===== config.mk =====
export PLATFORM = sky130hd
export DESIGN_NAME = pll_lock_supervisor
export DESIGN_NICKNAME = d
export VERILOG_FILES = /design/src/rtl/pll_lock_supervisor.sv
export SDC_FILE = /design/constraint.sdc
export NUM_CORES = 1
export LEC_CHECK = 0
export CELL_PAD_IN_SITES_DETAIL_PLACEMENT = 1
export CELL_PAD_IN_SITES_GLOBAL_PLACEMENT = 1
export CORE_MARGIN = 4
export CORE_UTILIZATION = 44
export CTS_CLUSTER_DIAMETER = 150
export CTS_CLUSTER_SIZE = 28
export DETAILED_ROUTE_END_ITERATION = 12
export PLACE_DENSITY = 0.8
export RECOVER_POWER = 50
export SETUP_SLACK_MARGIN = 0.5
export SYNTH_ARGS = -nofsm -noshare
export SYNTH_HDL_FRONTEND = slang
export SYNTH_SLANG_ARGS = --single-unit

===== constraint.sdc =====
create_clock -name clock_in -period 2.75 [get_ports clock_in]
set_input_delay 0.55 -clock clock_in [delete_from_list [all_inputs] [get_ports clock_in]]
set_output_delay 0.55 -clock clock_in [all_outputs]
set_load 0.01 [all_outputs]

===== src/rtl/pll_lock_supervisor.sv =====
// rtl/pll_lock_supervisor.sv - PLL lock supervisor: synchronizes raw lock, releases system reset after a settle window, counts lock losses.
// Optional build macro: LOCK_GLITCH_FILTER_EN (ignore lk_s low runs shorter than GLITCH_CYCLES while in RUN).
module pll_lock_supervisor #(
  parameter int unsigned SETTLE_CYCLES = 1024,
  parameter int unsigned CNT_WIDTH     = 8,
  parameter int unsigned SYNC_STAGES   = 2,
  parameter int unsigned GLITCH_CYCLES = 4
) (
  input  logic                 clock_in,
  input  logic                 reset_n,
  input  logic                 locked,
  input  logic                 clear_stats,
  output logic                 sys_reset_n,
  output logic                 ready,
  output logic                 lost_sticky,
  output logic [CNT_WIDTH-1:0] loss_count
);

  localparam int unsigned SW = (SETTLE_CYCLES > 1) ? $clog2(SETTLE_CYCLES) : 1;
  localparam logic [SW-1:0] SETTLE_LAST = SW'(SETTLE_CYCLES - 1);

  typedef enum logic [1:0] {
    S_WAIT_LOCK = 2'd0,
    S_SETTLE    = 2'd1,
    S_RUN       = 2'd2,
    S_LOST      = 2'd3
  } state_t;

  state_t                 r_state;
  logic [SYNC_STAGES-1:0] r_sync;
  logic [SW-1:0]          r_settle_cnt;
  logic                   w_lk_s;
  logic                   w_loss;
  logic                   w_loss_evt;

  // Synchronized lock: every decision below uses only this signal.
  assign w_lk_s = r_sync[SYNC_STAGES-1];

  // Shift the asynchronous lock input through the synchronizer chain.
  always_ff @(posedge clock_in or negedge reset_n) begin
    if (!reset_n) begin
      r_sync <= '0;
    end else begin
      r_sync <= {r_sync[SYNC_STAGES-2:0], locked};
    end
  end

`ifdef LOCK_GLITCH_FILTER_EN
  localparam int unsigned GW = (GLITCH_CYCLES > 1) ? $clog2(GLITCH_CYCLES) : 1;
  localparam logic [GW-1:0] GLITCH_LAST = GW'(GLITCH_CYCLES - 1);

  logic [GW-1:0] r_low_cnt;

  // A loss is the GLITCH_CYCLES-th consecutive low sample seen in RUN.
  assign w_loss = !w_lk_s && (r_low_cnt == GLITCH_LAST);

  // Count consecutive low samples in RUN; any high sample restarts the run.
  always_ff @(posedge clock_in or negedge reset_n) begin
    if (!reset_n) begin
      r_low_cnt <= '0;
    end else if ((r_state != S_RUN) || w_lk_s) begin
      r_low_cnt <= '0;
    end else if (!w_loss) begin
      r_low_cnt <= r_low_cnt + GW'(1);
    end
  end
`else
  logic w_unused_glitch;

  // Without the filter a single low sample in RUN is a loss.
  assign w_loss = !w_lk_s;
  assign w_unused_glitch = ^GLITCH_CYCLES;
`endif

  // A loss only counts when it takes the FSM out of RUN.
  assign w_loss_evt = (r_state == S_RUN) && w_loss;

  // Lock FSM with registered reset/ready outputs so sys_reset_n can never glitch.
  always_ff @(posedge clock_in or negedge reset_n) begin
    if (!reset_n) begin
      r_state      <= S_WAIT_LOCK;
      r_settle_cnt <= '0;
      sys_reset_n  <= 1'b0;
      ready        <= 1'b0;
    end else begin
      case (r_state)
        S_WAIT_LOCK: begin
          r_settle_cnt <= '0;
          if (w_lk_s) begin
            r_state <= S_SETTLE;
          end
        end
        S_SETTLE: begin
          if (!w_lk_s) begin
            r_state      <= S_WAIT_LOCK;
            r_settle_cnt <= '0;
          end else if (r_settle_cnt == SETTLE_LAST) begin
            r_state      <= S_RUN;
            r_settle_cnt <= '0;
            sys_reset_n  <= 1'b1;
            ready        <= 1'b1;
          end else begin
            r_settle_cnt <= r_settle_cnt + SW'(1);
          end
        end
        S_RUN: begin
          if (w_loss) begin
            r_state     <= S_LOST;
            sys_reset_n <= 1'b0;
            ready       <= 1'b0;
          end
        end
        default: begin
          r_state      <= S_WAIT_LOCK;
          r_settle_cnt <= '0;
          sys_reset_n  <= 1'b0;
          ready        <= 1'b0;
        end
      endcase
    end
  end

  // Debug statistics: a loss in the same cycle as a clear wins over the clear.
  always_ff @(posedge clock_in or negedge reset_n) begin
    if (!reset_n) begin
      lost_sticky <= 1'b0;
      loss_count  <= '0;
    end else if (w_loss_evt) begin
      lost_sticky <= 1'b1;
      if (clear_stats) begin
        loss_count <= CNT_WIDTH'(1);
      end else if (loss_count != {CNT_WIDTH{1'b1}}) begin
        loss_count <= loss_count + CNT_WIDTH'(1);
      end
    end else if (clear_stats) begin
      lost_sticky <= 1'b0;
      loss_count  <= '0;
    end
  end

endmodule

==> flow_metrics.py <==
metrics = {
    "yosys": {
        "avgSynthCellArea_um2": 9.47,
        "synth_ff_type": "dfrtp_1",
        "ys_seq_area_frac": 0.495,
        "syn_inst": 128,
        "synth_area_um2": 1210,
        "syn_nets": 134,
        "synth_edf_count": 0,
        "synth.distinct_cells": 38,
        "async_flop_share": 1.00,
        "yosys_warnings": 0,
        "ys_seq_elements": 24,
    },
    "layout": {
        "fin_cells": 173,
        "fin_area_um2": 1410,
        "final_cell_mix": "dfrtp_1 (24), nand2_1 (12), o21ai_0 (12)",
        "area_growth_pct": 16.0,
        "antenna_cells": 0,
        "final_core_util": 0.553,
        "layout-drive-gt1-share": 0.0490,
        "final_common_cell": "dfrtp_1",
        "nNetsFinal": 150,
    },
    "critical_path": {
        "critical-path-slowest-cell": "clkdlybuf4s50_1",
        "end_kind": "output pin",
        "reg2reg_depth": 4,
        "crit_family": "buffers and inverters",
        "cp_num_cells": 1,
        "crit_chain": "clkdlybuf4s50_1",
        "crit_required_ns": 2.20,
        "path_class": "reg2out",
        "crit_path_max_fanout": 7,
        "startpoint_type": "register",
        "cp_num_buf_inv": 1,
        "cp_slowest_stage_delay_ns": 0.58,
        "crit_arrival_ns": 1.38,
    },
    "clock_tree": {
        "cts_made_buffers": 3,
        "cts_tree": "built",
        "ctsHoldBuffers": 0,
        "htreeDepth": 1,
        "cts.clk_slew.worst_paths_ns": 0.12,
        "numClockSinks": 24,
        "post_cts_buffers": 0,
        "cts_resized": 0,
        "clk_latency_ns": 0.31,
        "cts_buffer_depth": 2,
        "clock-root-buffer": "clkbuf_4",
    },
    "detailed_routing": {
        "drc": 0,
        "avgViaCountPerCell": 5.77,
        "vias": 998,
        "wl_per_cell_um": 14.8,
        "drt-initial-drc-count": 44,
        "dr.pass1.iters": 4,
        "postRouteAntennaNets": 0,
        "finalWirelength_um": 2570,
    },
    "floorplan": {
        "top_level_ports": 15,
        "start_util": 0.476,
        "rows": 18,
        "die_area_um2": 3660,
        "die_y_um": 60.5,
        "die_x_um": 60.5,
        "core_area_um2": 2540,
    },
    "power_and_ir_drop": {
        "finalPower_mw": 0.585,
        "p_per_area_nw_per_um2": 416,
        "ir_worst_vdd_uv": 349,
        "p_leak_nw": 0.573,
    },
    "timing": {
        "finalWorstPathRequiredPeriod_ns": 1.93,
        "clock-skew-final_ns": 0.00882,
        "finalCritPeriodShare": 0.700,
        "hold_viol_final": 0,
        "worstMarginPinSlew_ns": 1.26,
        "setup_viol": 0,
        "grt_setup_unrepaired": "false",
        "finalMaxSlewViolations": 0,
        "setup_tns_ns": 0,
        "timing.fmax_mhz": 519,
        "max-slew-margin-rel": 0.160,
    },
    "placed_design": {
        "dp_cells": 169,
        "placedInstanceArea_um2": 1370,
        "place_congestion": 0.785,
        "io_buffer_count": 14,
        "post-dp-hpwl_um": 1860,
    },
    "global_routing": {
        "grt_pass1_wl_um": 4460,
        "grt_max_degree": 25,
        "grt_usage": 0.159,
        "first_global_vias": 971,
        "met3_usage": 0.0191,
        "gr-max-usage-layer": "met1",
        "gr-usage-met1": 0.240,
        "antenna_found_initial": 0,
        "grt-ovfl-total": 0,
        "grtUsageMet2": 0.239,
    },
    "worst_hold_path": {
        "min_delay_path_depth": 0,
        "min_path_type": "reg2reg",
    },
    "status": {
        "outcome": "finished clean",
    },
    "job": {
        "maxCapViolCount": 0,
    },
}
-- cell type report --
class | count | area, µm²
Inverter | 5 | 18.8
Clock buffer | 4 | 36.3
Multi-Input combinational cell | 94 | 562
Fill cell | 290 | 1140
Timing Repair Buffer | 16 | 151
Tap cell | 30 | 37.5
Sequential cell | 24 | 601
-- power breakdown --
part | internal (mW) | total, mW | switching, mW
registers | 0.359 | 0.368 | 0.00920
logic | 0.0116 | 0.0345 | 0.0230
clock network | 0.0808 | 0.182 | 0.101
total | 0.451 | 0.585 | 0.134
-- path summary, 6_finish.rpt --
path / startpoint / end / slack (ns)
max: loss_count[4] / loss_count[4] / 0.82
min: r_sync[0] / r_sync[1] / 0.38
max reg2reg: r_settle_cnt[0] / r_settle_cnt[1] / 1.02
min reg2reg: r_sync[0] / r_sync[1] / 0.38
max in group asynchronous: reset_n / loss_count[1] / 0.99
min in group asynchronous: reset_n / r_settle_cnt[8] / 1.01
-- synth_stat cells, types with 2 or more instances --
library cell	number	share of area
a21oi_1	4	0.017
a31oi_1	3	0.015
and3_1	4	0.021
dfrtp_1	24	0.50
ha_1	2	0.021
inv_1	5	0.015
mux2i_1	2	0.017
nand2_1	12	0.037
nand3_1	11	0.045
nand3b_1	2	0.012
nand4_1	5	0.026
nor2_1	8	0.025
nor2b_1	2	0.010
nor3_1	5	0.021
o21ai_0	12	0.050
o21bai_1	2	0.012
o22ai_1	2	0.010
o31ai_1	2	0.012
or3_1	2	0.010
-- sequential cells by signal, indices dropped and copies added, names as in the netlist --
register	flops
r_sync	2
lost_sticky	1
r_settle_cnt	10
ready	1
r_state	2
loss_count	8
-- metrics by stage --
stage	hold WS, ns	worst slack, ns
floorplan	0.254	1.20
global placement	0.344	1.08
detailed placement	0.337	1.06
CTS	0.378	0.806
global route	0.389	0.728
finish	0.378	0.824
-- metal layers --
layer	vias up	part of all wire
li1	501	-
met1	481	0.53
met4	0	0.0051
met3	2	0.032
met2	14	0.44
met5	-	0
-- cells by family (layout without fill, tap and decap cells) --
group                      after synthesis  after routing  share of synthesized area
DFF                                     24             24                      0.495
AOI/OAI and AO/OA                       33             33                      0.172
adders and majority gates                2              2                     0.0206
and+or+nand+nor                         55             55                      0.239
xor gates and xnor gates                 2              2                     0.0145
muxes                                    2              2                     0.0165
buffers and inverters                   10             25                     0.0413
No activity file was read; power rests on OpenSTA's default activity.
